==> src/rtl/md_sequencer.sv <==
// md_sequencer: drives the multi-cycle multiply/divide unit for the execute stage.
// It decodes MUL/DIV in X and fires a one-cycle start pulse. It stalls F/D/X until
// the unit answers or the watchdog expires. It then presents a one-cycle writeback.
// Exceptions and timeouts redirect that writeback to rstatus (r30).
//
// Ports
//   clock, reset              : rising-edge clock, asynchronous active-high reset
//   insn_x, valid_x, flush    : instruction in X, its validity, kill from an older branch
//   md_ready, md_exception,
//   md_result                 : multdiv handshake (exception/result sampled with ready)
//   ctrl_MULT, ctrl_DIV       : one-cycle start pulses (combinational, issue cycle)
//   stall                     : hold PC, F/D, D/X; bubble into X/M (combinational)
//   wb_valid, wb_we, wb_rd,
//   wb_data                   : registered one-cycle writeback
//   busy                      : sequencer is not idle
module md_sequencer #(
    parameter int unsigned TIMEOUT     = 64,
    parameter logic [31:0] RSTATUS_MUL = 32'd1,
    parameter logic [31:0] RSTATUS_DIV = 32'd2
) (
    input  logic        clock,
    input  logic        reset,
    input  logic [31:0] insn_x,
    input  logic        valid_x,
    input  logic        flush,
    input  logic        md_ready,
    input  logic        md_exception,
    input  logic [31:0] md_result,
    output logic        ctrl_MULT,
    output logic        ctrl_DIV,
    output logic        stall,
    output logic        wb_valid,
    output logic        wb_we,
    output logic [4:0]  wb_rd,
    output logic [31:0] wb_data,
    output logic        busy
);

    localparam int unsigned CNT_W      = $clog2(TIMEOUT);
    localparam logic [4:0]  OPC_ALU    = 5'b00000;
    localparam logic [4:0]  ALU_MUL    = 5'b00110;
    localparam logic [4:0]  ALU_DIV    = 5'b00111;
    localparam logic [4:0]  RSTATUS_RD = 5'd30;

    typedef enum logic [1:0] {
        S_IDLE,
        S_WAIT,
        S_DONE
    } state_t;

    state_t             state;
    state_t             state_n;
    logic [CNT_W-1:0]   cnt;
    logic [4:0]         rd_q;
    logic               div_q;
    logic               start;
    logic               timeout;

    // Field decode of the instruction sitting in X.
    logic [4:0] opcode;
    logic [4:0] alu_op;
    logic       is_mul;
    logic       is_div;
    logic       unused_insn_bits;

    assign opcode           = insn_x[31:27];
    assign alu_op           = insn_x[6:2];
    assign is_mul           = valid_x && (opcode == OPC_ALU) && (alu_op == ALU_MUL);
    assign is_div           = valid_x && (opcode == OPC_ALU) && (alu_op == ALU_DIV);
    assign unused_insn_bits = ^{insn_x[21:7], insn_x[1:0]};

    assign timeout = (cnt == CNT_W'(TIMEOUT - 1)) && !md_ready;
    assign busy    = (state != S_IDLE);

    // Next-state and combinational start/stall.
    always_comb begin
        state_n   = state;
        start     = 1'b0;
        ctrl_MULT = 1'b0;
        ctrl_DIV  = 1'b0;
        stall     = 1'b0;
        case (state)
            S_IDLE: begin
                if ((is_mul || is_div) && !flush) begin
                    start     = 1'b1;
                    ctrl_MULT = is_mul;
                    ctrl_DIV  = is_div;
                    stall     = 1'b1;
                    state_n   = S_WAIT;
                end
            end
            S_WAIT: begin
                stall = 1'b1;
                // flush outranks a same-cycle result or timeout
                if (flush) begin
                    state_n = S_IDLE;
                end else if (md_ready || timeout) begin
                    state_n = S_DONE;
                end
            end
            S_DONE: begin
                state_n = S_IDLE;
            end
            default: begin
                state_n = S_IDLE;
            end
        endcase
        // Outputs must fall while reset is held, even with an MD insn still in X.
        if (reset) begin
            start     = 1'b0;
            ctrl_MULT = 1'b0;
            ctrl_DIV  = 1'b0;
            stall     = 1'b0;
        end
    end

    // State, operation latches, watchdog counter and registered writeback.
    always_ff @(posedge clock or posedge reset) begin
        if (reset) begin
            state    <= S_IDLE;
            cnt      <= '0;
            rd_q     <= 5'd0;
            div_q    <= 1'b0;
            wb_valid <= 1'b0;
            wb_we    <= 1'b0;
            wb_rd    <= 5'd0;
            wb_data  <= 32'd0;
        end else begin
            state    <= state_n;
            wb_valid <= 1'b0;
            wb_we    <= 1'b0;
            wb_rd    <= 5'd0;
            wb_data  <= 32'd0;
            if (start) begin
                rd_q  <= insn_x[26:22];
                div_q <= is_div;
                cnt   <= '0;
            end else if (state == S_WAIT && cnt != CNT_W'(TIMEOUT - 1)) begin
                cnt <= cnt + CNT_W'(1);
            end
            // Writeback is staged on the WAIT->DONE edge so DONE presents it from flops.
            if (state == S_WAIT && state_n == S_DONE) begin
                wb_valid <= 1'b1;
                if (md_ready && !md_exception) begin
                    wb_rd   <= rd_q;
                    wb_data <= md_result;
                    wb_we   <= (rd_q != 5'd0);
                end else begin
                    wb_rd   <= RSTATUS_RD;
                    wb_data <= div_q ? RSTATUS_DIV : RSTATUS_MUL;
                    wb_we   <= 1'b1;
                end
            end
        end
    end

endmodule
==> config.mk <==
export PLATFORM = sky130hd
export DESIGN_NAME = md_sequencer
export DESIGN_NICKNAME = d
export VERILOG_FILES = /design/src/rtl/md_sequencer.sv
export SDC_FILE = /design/constraint.sdc
export NUM_CORES = 1
export LEC_CHECK = 0
export BUFFER_PORTS_ARGS = -buffer_cell sky130_fd_sc_hd__buf_2
export CORE_MARGIN = 2
export CORE_UTILIZATION = 47
export DETAILED_ROUTE_END_ITERATION = 16
export PLACE_DENSITY = 0.89
export SLEW_MARGIN = 25
export SYNTH_ARGS = -nofsm -noshare
export SYNTH_HDL_FRONTEND = slang
export SYNTH_SLANG_ARGS = --single-unit
==> constraint.sdc <==
create_clock -name clock -period 3 [get_ports clock]
set_input_delay 0.45 -clock clock [delete_from_list [all_inputs] [get_ports clock]]
set_output_delay 0.45 -clock clock [all_outputs]
set_load 0.05 [all_outputs]
; Word-level counts from Yosys, hierarchy flattened
; Index checks and enable logic that the tools add are counted.
[totals]
output_inout_bits = 43
word_cells = 58
reg_bits = 53
[op_classes]
n_eq_ne = 6
n_reduce_logical = 18
n_mux = 25
n_addsub = 1
[op_table]
columns = op, n
row1 = two-way mux 32 bit, 2
row2 = two-way mux 1 bit, 13
row3 = two-way mux 6 bit, 2
row4 = equality test 5 x 3 -> 1 bit (second input constant), 2
row5 = two-way mux 5 bit, 2
row6 = logical AND 1 bit, 8
row7 = two-way mux 2 bit, 4
row8 = adder 6 x 1 -> 6 bit (second input constant), 1
row9 = equality test 6 bit (second input constant), 1
row10 = inequality test 6 bit (second input constant), 1
row11 = zero test 5 bit, 1
row12 = nonzero test 5 bit, 1
row13 = case mux 2 bit (2 select lines), 1
row14 = nonzero test 2 bit, 2
row15 = zero test 1 bit, 3
row16 = equality test 2 x 1 -> 1 bit (second input constant), 1
row17 = equality test 2 bit (second input constant), 1
row18 = zero test 2 bit, 1
row19 = logical OR 1 bit, 2
row20 = case mux 1 bit (2 select lines), 1

; Logic depth before layout (Yosys ltp)
[depth]
depth_word = 10
ltp_mapped = 5

; Worst setup path after synthesis
; No wires, ideal clock.
[synth_path]
path_kind = input -> output
start = input insn_x[6]
end = output stall
stages = 3
path_slack_ns = 0.419
arrival_ns = 2.131
path_buffers = 0
path_cell_list = and4bb_2 nand4_1 a211oi_1
[synth_via]
elab_chain_len = 7
elab_cells_between_ends = 9
cone_classes = eq/ne (2) / mux (3) / reduce/logical (4)
[synth_rtl]
columns = element, line_no
row1 = "start, declared", 23  ; input logic [31:0] insn_x,
row2 = "equality test 5 x 3 -> 1 bit, on equally long branches", "68, 69"
row3 = "logical AND 1 bit, on equally long branches", "68, 69"
row4 = logical OR 1 bit *, 84  ; if ((is_mul || is_div) && !flush) begin
row5 = logical AND 1 bit *, 84
row6 = two-way mux 1 bit *, 84
row7 = case mux 1 bit (2 select lines) *, 82  ; case (state)
row8 = two-way mux 1 bit *, 109  ; if (reset) begin
row9 = "end, declared", 31  ; output logic stall,
; Mark *: on every way between the ends. The rest lies on a longest branch, timed or not.

; Final worst setup path
[layout_path]
start = register state[1]
end = output ctrl_DIV
[layout_via]
elab_chain_len = 3
[layout_rtl]
columns = element, line_no
row1 = "start, declared", 51  ; state_t state;
row2 = "start signal, assigned", 129  ; state <= state_n;
row3 = zero test 2 bit, 82
row4 = two-way mux 1 bit, 82
row5 = two-way mux 1 bit, 109
row6 = "end, declared", 30  ; output logic ctrl_DIV,
; Every way passes these cells.

==> impl_metrics.env <==
export IMPL_async_reset_ff_frac=1.00
export IMPL_antenna_left=0
export IMPL_setup_viol=0
export IMPL_start_kind="flop"
export IMPL_maxCapViolations=0
export IMPL_endpoint_kind="output pin"
export IMPL_cts_setup_buffers=0
export IMPL_viasPerCell=4.84
export IMPL_diodes=0
export IMPL_hold_viol=0
export IMPL_clk_pin_slew_worst_paths_ps=80
export IMPL_grt_pass1_vias=1448
export IMPL_syn_to_final_growth_pct=30.4
export IMPL_dieArea_mm2=0.00477
export IMPL_grt_usage=0.162
export IMPL_gp_congestion=0.785
export IMPL_nets=330
export IMPL_synth_area_per_cell_um2=12.4
export IMPL_drive_gt1_frac=0.438
export IMPL_crit_family="simple AND/OR/NAND/NOR gates"
export IMPL_syn_num_nets=231
export IMPL_grt_antenna_before_repair=0
export IMPL_hpwl_mm=2.83
export IMPL_cpPeakStageDelay_ps=430
export IMPL_synth_seq_area_share=0.666
export IMPL_fp_dieH_um=69.1
export IMPL_arrival_ps=1820
export IMPL_yosysWarnings=0
export IMPL_synth_edf_count=0
export IMPL_path_class="reg2out"
export IMPL_setup_tns_ps=0
export IMPL_io_pins=113
export IMPL_drv_slew=0
export IMPL_clock_root_buffer="clkbuf_8"
export IMPL_p_leak_nw=1.53
export IMPL_worst_clock_skew_ps=1.97
export IMPL_cts_tree="yes"
export IMPL_rsz0062_at_grt="no"
export IMPL_relSlewSlack=0.427
export IMPL_timing_critical_path_cells="nor4_2 -> nand4_2 -> nor2_1 -> buf_2"
export IMPL_h_tree_depth=2
export IMPL_clock_latency_ps=290
export IMPL_synth_cell_types=30
export IMPL_vias=1492
export IMPL_power_density_mw_per_mm2=435
export IMPL_nFillCells=323
export IMPL_numCtsBuffers=5
export IMPL_cts_hold_buf=0
export IMPL_grt_remaining_overflow=0
export IMPL_grt_pass1_wl_mm=6.20
export IMPL_synth_area_mm2=0.00199
export IMPL_drc=0
export IMPL_drt_first_pass_iters=4
export IMPL_port_buffers=95
export IMPL_outcome="complete, no violations"
export IMPL_finalCritPeriodShare=0.757
export IMPL_wl_per_cell_um=12.0
export IMPL_ys_ff_latch=53
export IMPL_row_count=23
export IMPL_start_util=0.494
export IMPL_worstMarginPinSlew_ps=859
export IMPL_place_area_mm2=0.00252
export IMPL_synth_flop_cell="dfrtp_1"
export IMPL_first_iter_violations=74
export IMPL_fp_dieW_um=69.1
export IMPL_post_route_min_period_ps=2270
export IMPL_core_area_mm2=0.00403
export IMPL_totalWireLength_mm=3.71
export IMPL_grt_start_max_net_pins=54
export IMPL_clock_path_buffers=2
export IMPL_required_ps=2550
export IMPL_synthCells=160
export IMPL_worst_path_max_fanout=8
export IMPL_irDropWorstVdd_mv=0.264
export IMPL_path_buf_inv=1
export IMPL_stdcell_area_mm2=0.00260
export IMPL_cp_slowest_cell="dfrtp_1"
export IMPL_post_cts_resized=0
export IMPL_fmax_mhz=441
export IMPL_min_path_type="in2async"
export IMPL_clock_sinks=53
## worst paths after layout
| kind | endpoint | slack, ps | cells after the start | start |
|---|---|---|---|---|
| worst min-delay path | cnt[5]$_DFFE_PP0P_ | 340 | 2 | reset |
| worst max register to register | cnt[1]$_DFFE_PP0P_ | 1350 | 5 | cnt[0]$_DFFE_PP0P_ |
| worst min register to register | wb_data[0]$_DFF_PP0_ | 490 | 1 | div_q$_DFFE_PP0N_ |
| worst max-delay path | ctrl_DIV | 730 | 4 | state[1]$_DFF_PP0_ |
| min in group clock | wb_data[14]$_DFF_PP0_ | 360 | 2 | md_result[14] |
| max in group asynchronous | wb_data[4]$_DFF_PP0_ | 2150 | 2 | reset |
## cells in the mapped netlist (2+ instances only)
cell type	number	area, um2
a21oi_1	2	10.0
mux2i_1	2	20.0
nor4_1	2	12.5
nand2_1	2	7.51
and2_1	32	200
dfrtp_1	53	1330
nand2b_1	2	12.5
xor2_1	3	26.3
mux2_2	5	56.3
nand4_1	4	25.0
o21ai_0	2	10.0
nor2_1	23	86.3
and4_1	2	17.5
inv_1	6	22.5
a211oi_1	2	15.0
clkbuf_1	4	15.0
## per-stage QoR
stage | hold slack, ps | std cells | utilization | power (W) | worst slack, ps
CTS | 345 | 308 | 0.644 | 0.00115 | 679
global placement | 480 | 302 | 0.626 | 0.000794 | 886
global route | 349 | 308 | 0.644 | 0.00119 | 598
detailed placement | 486 | 302 | 0.626 | 0.000796 | 851
floorplan | 447 | 160 | - | 0.000756 | 419
finish | 335 | 308 | 0.644 | 0.00113 | 730
## layer usage
metal | up-vias | global-route usage | share of wire
li1 | 721 | - | -
met1 | 702 | 0.173 | 0.37
met4 | 0 | 0.0654 | 0.012
met3 | 4 | 0.0570 | 0.097
met5 | - | 0 | 0
met2 | 65 | 0.291 | 0.52
## state kept, by name, summed over array words and instances (netlist names)
name,cells
rd_q,5
wb_rd,5
wb_data,32
cnt,6
div_q,1
wb_valid,1
state,2
wb_we,1
## kinds of logic after synthesis
| logic type | synth area share |
|---|---|
| xor+xnor | 0.0132 |
| compound gates | 0.0277 |
| fa+ha+maj | 0.00628 |
| flops | 0.666 |
| simple gates | 0.229 |
| mux | 0.0383 |
| buf+inv | 0.0189 |
## report_power, final
part	switching, W	internal (W)
clock network	0.000196	0.000154
logic	0.0000320	0.0000308
registers	0.00000183	0.000716
## area by class of cell
class	instances	area, um2	area share
Clock buffer	5	68.8	0.0265
Clock inverter	1	5.00	0.00193
Inverter	6	23.8	0.00916
Multi-Input combinational cell	97	627	0.241
Sequential cell	53	1330	0.511
Tap cell	50	62.6	0.0241
Timing Repair Buffer	96	483	0.186
## layout by cell type, fill, tap and decap left out, drive strengths merged
cell type,n
a211oi,2
a21o,1
a21oi,2
and2,32
and2b,1
and4,2
and4bb,1
buf,96
clkbuf,5
clkinv,2
dfrtp,53
ha,1
inv,5
mux2,5
mux2i,2
nand2,2
nand2b,2
nand3,1
nand4,5
nor2,23
nor3,2
nor3b,1
nor4,3
nor4b,1
o21ai,3
o31ai,1
or4,1
xor2,3
Power figures use the tool's default switching activity.
